--- src/rtl/icache_direct.sv ---
// Direct-mapped, one-word-per-line instruction cache between the fetch unit
// and the memory controller's instruction-read port. Hits return one cycle
// after acceptance; misses hold a word-read request until mem_done, then
// fill the line and return the word. A flush during a miss lets the fill
// finish but suppresses the response.
// Optional feature: define ICACHE_STATS_EN to add hit/miss counters.
module icache_direct #(
  parameter  int INDEX_BITS = 6,
  localparam int TAG_BITS   = 30 - INDEX_BITS
) (
  input  logic        clk,
  input  logic        rst,
  input  logic        rdy,
  input  logic        clr,
  input  logic        fetch_valid,
  input  logic [31:0] fetch_pc,
  output logic        fetch_ready,
  output logic        hit_valid,
  output logic [31:0] hit_pc,
  output logic [31:0] hit_instr,
  output logic        mem_req,
  output logic [31:0] mem_addr,
  input  logic        mem_done,
  input  logic [31:0] mem_data
`ifdef ICACHE_STATS_EN
  ,
  output logic [31:0] stat_hits,
  output logic [31:0] stat_misses
`endif
);

  localparam int LINES = 1 << INDEX_BITS;

  typedef enum logic {IDLE, MISS} state_e;

  state_e                state_q, state_d;
  logic                  mem_req_q, mem_req_d;
  logic [31:0]           mem_addr_q, mem_addr_d;
  logic                  hit_valid_q, hit_valid_d;
  logic [31:0]           hit_pc_q, hit_pc_d;
  logic [31:0]           hit_instr_q, hit_instr_d;
  logic                  killed_q, killed_d;

  logic [LINES-1:0]      valid_q;
  logic [TAG_BITS-1:0]   tag_q  [LINES];
  logic [31:0]           data_q [LINES];

  logic [INDEX_BITS-1:0] req_idx, fill_idx;
  logic [TAG_BITS-1:0]   req_tag, fill_tag;
  logic                  lookup_hit, accept, fill;

  assign req_idx  = fetch_pc[INDEX_BITS+1:2];
  assign req_tag  = fetch_pc[31:INDEX_BITS+2];
  assign fill_idx = mem_addr_q[INDEX_BITS+1:2];
  assign fill_tag = mem_addr_q[31:INDEX_BITS+2];

  assign fetch_ready = (state_q == IDLE) && !rst;
  assign lookup_hit  = valid_q[req_idx] && (tag_q[req_idx] == req_tag);
  // A flush in the same cycle discards the request outright.
  assign accept      = fetch_valid && fetch_ready && !clr;
  assign fill        = (state_q == MISS) && mem_done;

  // Next-state and response logic for the IDLE/MISS controller.
  always_comb begin
    // NOTE: every variable gets a default first so no path infers a latch.
    state_d     = state_q;
    mem_req_d   = mem_req_q;
    mem_addr_d  = mem_addr_q;
    hit_valid_d = 1'b0;
    hit_pc_d    = hit_pc_q;
    hit_instr_d = hit_instr_q;
    killed_d    = killed_q;
    unique case (state_q)
      IDLE: begin
        if (accept) begin
          if (lookup_hit) begin
            hit_valid_d = 1'b1;
            hit_pc_d    = fetch_pc;
            hit_instr_d = data_q[req_idx];
          end else begin
            mem_req_d  = 1'b1;
            mem_addr_d = {fetch_pc[31:2], 2'b00};
            state_d    = MISS;
            killed_d   = 1'b0;
          end
        end
      end
      MISS: begin
        // The controller cannot abort a read, so a flush only marks it dead.
        if (clr) killed_d = 1'b1;
        if (mem_done) begin
          state_d   = IDLE;
          mem_req_d = 1'b0;
          killed_d  = 1'b0;
          if (!(killed_q || clr)) begin
            hit_valid_d = 1'b1;
            hit_pc_d    = mem_addr_q;
            hit_instr_d = mem_data;
          end
        end
      end
      default: state_d = IDLE;
    endcase
  end

  // Control and response registers; rdy low freezes everything.
  always_ff @(posedge clk) begin
    if (rst) begin
      state_q     <= IDLE;
      mem_req_q   <= 1'b0;
      mem_addr_q  <= '0;
      hit_valid_q <= 1'b0;
      hit_pc_q    <= '0;
      hit_instr_q <= '0;
      killed_q    <= 1'b0;
    end else if (rdy) begin
      // NOTE: sequential state uses non-blocking assignments so all
      // registers update together from pre-edge values.
      state_q     <= state_d;
      mem_req_q   <= mem_req_d;
      mem_addr_q  <= mem_addr_d;
      hit_valid_q <= hit_valid_d;
      hit_pc_q    <= hit_pc_d;
      hit_instr_q <= hit_instr_d;
      killed_q    <= killed_d;
    end
  end

  // Line valid bits: cleared only by reset, set by a fill.
  always_ff @(posedge clk) begin
    if (rst)              valid_q           <= '0;
    else if (rdy && fill) valid_q[fill_idx] <= 1'b1;
  end

  // Tag and data arrays.
  always_ff @(posedge clk) begin
    // NOTE: tag/data arrays are not reset; valid_q gates every read of them.
    if (rdy && fill) begin
      tag_q[fill_idx]  <= fill_tag;
      data_q[fill_idx] <= mem_data;
    end
  end

  assign hit_valid = hit_valid_q;
  assign hit_pc    = hit_pc_q;
  assign hit_instr = hit_instr_q;
  assign mem_req   = mem_req_q;
  assign mem_addr  = mem_addr_q;

`ifdef ICACHE_STATS_EN
  logic [31:0] stat_hits_q, stat_misses_q;

  // Accepted-request counters, wrapping at 2^32.
  always_ff @(posedge clk) begin
    if (rst) begin
      stat_hits_q   <= '0;
      stat_misses_q <= '0;
    end else if (rdy && accept) begin
      if (lookup_hit) stat_hits_q   <= stat_hits_q + 32'd1;
      else            stat_misses_q <= stat_misses_q + 32'd1;
    end
  end

  assign stat_hits   = stat_hits_q;
  assign stat_misses = stat_misses_q;
`endif

endmodule

--- config.mk ---
export PLATFORM = sky130hd
export DESIGN_NAME = icache_direct
export DESIGN_NICKNAME = d
export VERILOG_FILES = /design/src/rtl/icache_direct.sv
export SDC_FILE = /design/constraint.sdc
export NUM_CORES = 2
export LEC_CHECK = 0
export CAP_MARGIN = 5
export CORE_UTILIZATION = 30
export CTS_CLUSTER_DIAMETER = 120
export DETAILED_ROUTE_END_ITERATION = 12
export PLACE_DENSITY_LB_ADDON = 0.15
export SLEW_MARGIN = 20
export SYNTH_ARGS = -nofsm -noshare
export SYNTH_HDL_FRONTEND = slang
export SYNTH_SLANG_ARGS = --single-unit
--- constraint.sdc ---
create_clock -name clk -period 3.9 [get_ports clk]
set_input_delay 0.39 -clock clk [delete_from_list [all_inputs] [get_ports clk]]
set_output_delay 0.39 -clock clk [all_outputs]
set_load 0.02 [all_outputs]
==> impl_metrics.tcl <==
set metrics [dict create \
    drt_iter0_drc 8560 \
    p_switching_w 0.0190 \
    vias 74600 \
    post_synth_xor_area_fraction 0.000969 \
    worst-r2r-setup-slack_ns -0.28 \
    post_synth_instance_area_sq_um 145000 \
    worstSetupEndpointType "flip-flop" \
    failed_checks "setup timing" \
    timing.critical_path.slowest_stage_cell "mux4_2" \
    worstHoldPathCells 2 \
    die_w_um 696 \
    insertion_delay_of_the_later_clocked_pin_in_the_worst_skew_pair_ns 1.02 \
    vias_per_cell 5.27 \
    drtPass1Iterations 5 \
    grt.total_usage 0.207 \
    maximum_fanout_count_along_the_critical_path 8 \
    grt_use_met3 0.0295 \
    layout_worst_path_cycle_share 1.07 \
    route.detailed.drc 0 \
    synth-seq-area-share 0.767 \
    synth_area_per_cell_sq_um 22.3 \
    finClkSkew_ns 0.0796 \
    syn_inst 6469 \
    totalNegativeSetupSlack_ns -15.09 \
    synth_async_sr_flop_share 0 \
    numPortBuffers 166 \
    die_area_sq_um 485000 \
    power_share_of_the_combinational_group 0.050 \
    mostFrequentLayoutCell "edfxtp_1" \
    max-cap-violations 0 \
    tritoncts "done" \
    synth_top_family_by_area "multiplexers" \
    detail_route.wl_per_cell_um 36.1 \
    power_switching_share 0.219 \
    slew_violations 0 \
    clkPwrFrac 0.443 \
    critical_path_data_required_time_ns 4.78 \
    hp-start "mem_data[12]" \
    cts_sinks 3746 \
    worst_slew_margin_rel 0.230 \
    timing.final.hold_violations 0 \
    via_count_of_the_first_global_routing_pass 75800 \
    synth_simple_gate_area_share 0.0172 \
    cts.clk_slew.worst_paths_ns 0.06 \
    grtUsageMet1 0.297 \
    worst_path_most_repeated_cell "buf_4" \
    grt_pass1_wl_um 684000 \
    grt-busiest-layer "met2" \
    setup_ws_ns -0.281 \
    final_nets 7490 \
    p_int_w 0.0678 \
    power.density_nw_per_um2 496 \
    cts_buffer_depth 4 \
    tritoncts.num_buffers 403 \
    routed_wl_um 511000 \
    leading_cell_types_in_the_layout_fill_and_taps_excluded "3,584 x edfxtp_1, 929 x mux4_2, 470 x buf_4" \
    status "finished, violations left" \
    design_power_total_w 0.0868 \
    start_util 0.302 \
    yosys.area_share.adder 0 \
    maximum_number_of_pins_on_one_net_before_global_route_repair 130 \
    startpoint_type "flip-flop" \
    ratio_of_cells_with_drive_above_1_in_the_final_layout 0.326 \
    cts.root.buffer_cell "clkbuf_16" \
    timing.rr.end "mem_addr[9]" \
    nFillCells 44100 \
    yosysWarnings 0 \
    hold_path.class "input pin to flip-flop" \
    critical_path_class "flip-flop to flip-flop" \
    coreArea_sq_um 479000 \
    grt_use_met2 0.335 \
    tightest_slew_ns 1.15 \
    synth_cell_type_count 79 \
    synthMuxAreaShare 0.176 \
    synth_compound_area_frac 0.0244 \
    crit_chain "mux4_2, a22oi_2, buf_6, o22ai_4, nor4b_2, buf_4, a21oi_2, a211oi_2, buf_4, nand4_1, buf_4, buf_6, nor4b_4, a21o_4, buf_12, buf_12, mux2_4" \
    hold_path_end "data_q[14][12]" \
    setup_repair_after_global_routing_missed_its_margin "yes" \
    floorplan.rows 254 \
    synth_ff_type "edfxtp_1" \
    total_i_o_pin_count 169 \
    synth_enable_flop_cells 3584 \
    cts-htree-levels 5 \
    antenna_violations_before_repair 43 \
    fmax_mhz 239 \
    leakage_nw 56.0 \
    critPathArrivalTime_ns 5.06 \
    power_frac_seq 0.507 \
    hold_slack_ns 0.111 \
    postRouteAntennaNets 0 \
    timing.final.setup_violations 95 \
    worst_path_largest_cell_delay_ns 0.54 \
    flow.area_growth_from_synthesis_pct 21.0 \
    routabilityCongestion 0.786 \
    place_hpwl_um 297000 \
    globalRouteOverflowTotal 0 \
    fp.dieH_um 696 \
    ff2ff_path_depth 17 \
    worst_ir_drop_vdd_uv 369 \
    worstReg2RegStart "tag_q[63][2]" \
    preCtsSetupSlack_ns -1.52 \
    fin_crit_ns 4.18 \
    ys_ff_latch 3746 \
]
registers in the layout, indices dropped and copies added (netlist names):
register / flops
hit_valid: 1
tag_q: 1536
mem_addr: 30
valid_q: 64
hit_pc: 32
hit_instr: 32
mem_req: 1
data_q: 2048
killed_q: 1
state_q: 1
stage by stage:
step	instance area (sq um)	utilization	instances
global route	175000	0.365	14200
floorplan	145000	-	6470
detailed placement	161000	0.335	13400
CTS	175000	0.364	14100
global placement	161000	0.335	13400
finish	175000	0.365	14200
power by group through the flow:
stage | registers [W] | logic [W] | clock network (W)
finish | 0.0440 | 0.00436 | 0.0384
global route | 0.0440 | 0.00458 | 0.0406
CTS | 0.0440 | 0.00440 | 0.0392
detailed placement | 0.0449 | 0.00431 | 0
global placement | 0.0449 | 0.00428 | 0
floorplan | 0.0449 | 0.00221 | 0
Yosys cell counts (all sizes together), types with 5 or more instances:
cell	instances	area, sq um
edfxtp	3584	108000
mux4	929	20900
mux2i	395	3950
buf	243	1580
nor2	200	753
dfxtp	162	3240
a211oi	132	1250
clkbuf	129	484
a22oi	109	818
nand2	104	390
nor2b	48	300
mux2	47	529
nand3	44	220
a21oi	39	199
o22ai	27	169
a221oi	23	201
nand2b	19	119
and3	18	113
nand4	18	113
o21ai	17	85.1
o21ba	14	140
xor2	12	105
a311oi	11	103
nor4b	9	113
a31oi	8	50.1
nor3	8	40.0
and2	7	43.8
inv	7	26.3
nor4	7	65.1
o21bai	7	52.6
or3	7	43.8
o211ai	6	45.0
nor3b	5	37.5
o2111ai	5	43.8
o21a	5	37.5
o31ai	5	37.5
cells by family (layout without fill, tap and decap cells):
group	Yosys count	after routing
DFF	3746	3746
muxes	1371	1371
and+or+nand+nor	512	512
AOI/OAI and AO/OA	442	442
buffers and inverters	381	1665
xor gates and xnor gates	16	16
other	1	6
metal layers:
layer  vias to the layer above  routed length (um)
met1                     41900              227000
li1                      29400                   -
met4                        14               11800
met2                      2618              242000
met5                         -                  87
met3                       590               30500
area by class of cell:
cell class                 instances  area [sq um]  area share
antenna                            4          10.0   0.0000572
clock buffer                     521         10900      0.0621
clock inverter                   218          2230      0.0128
inverter                           9          46.3    0.000265
multi-input combinational       2343         32500       0.186
sequential                      3746        111000       0.634
tap                             6400          8010      0.0458
timing repair buffer             917         10300      0.0592
worst max-delay path: cells and delay by family, from the launching register on:
| kind | cells | cell delay, ns |
|---|---|---|
| compound gates | 5 | 0.96 |
| buf+inv | 7 | 1.18 |
| flops | 1 | 0.37 |
| mux | 2 | 0.84 |
| simple gates | 3 | 0.70 |
how the worst max path moves through the flow:
stage                          endpoint    startpoint  slack (ns)
after global placement     hit_instr[5]   fetch_pc[2]       -1.58
final                       mem_addr[9]  tag_q[63][2]       -0.28
after global routing        mem_addr[9]  tag_q[61][2]       -0.30
after detailed placement   hit_instr[7]   fetch_pc[2]       -1.52
after floorplan           data_q[23][0]   mem_addr[6]       -0.28
after CTS                   mem_addr[9]  tag_q[63][2]       -0.32
what timing repair did:
action,4_1_cts,5_1_grt
hold buffers,26,3
gates cloned,6,1
hold endpoints to repair,786,110
resized for setup,78,27
setup endpoints to repair,98,98
pin swaps,30,22
buffers inserted,17,4
(Power assumes the default switching activity.)
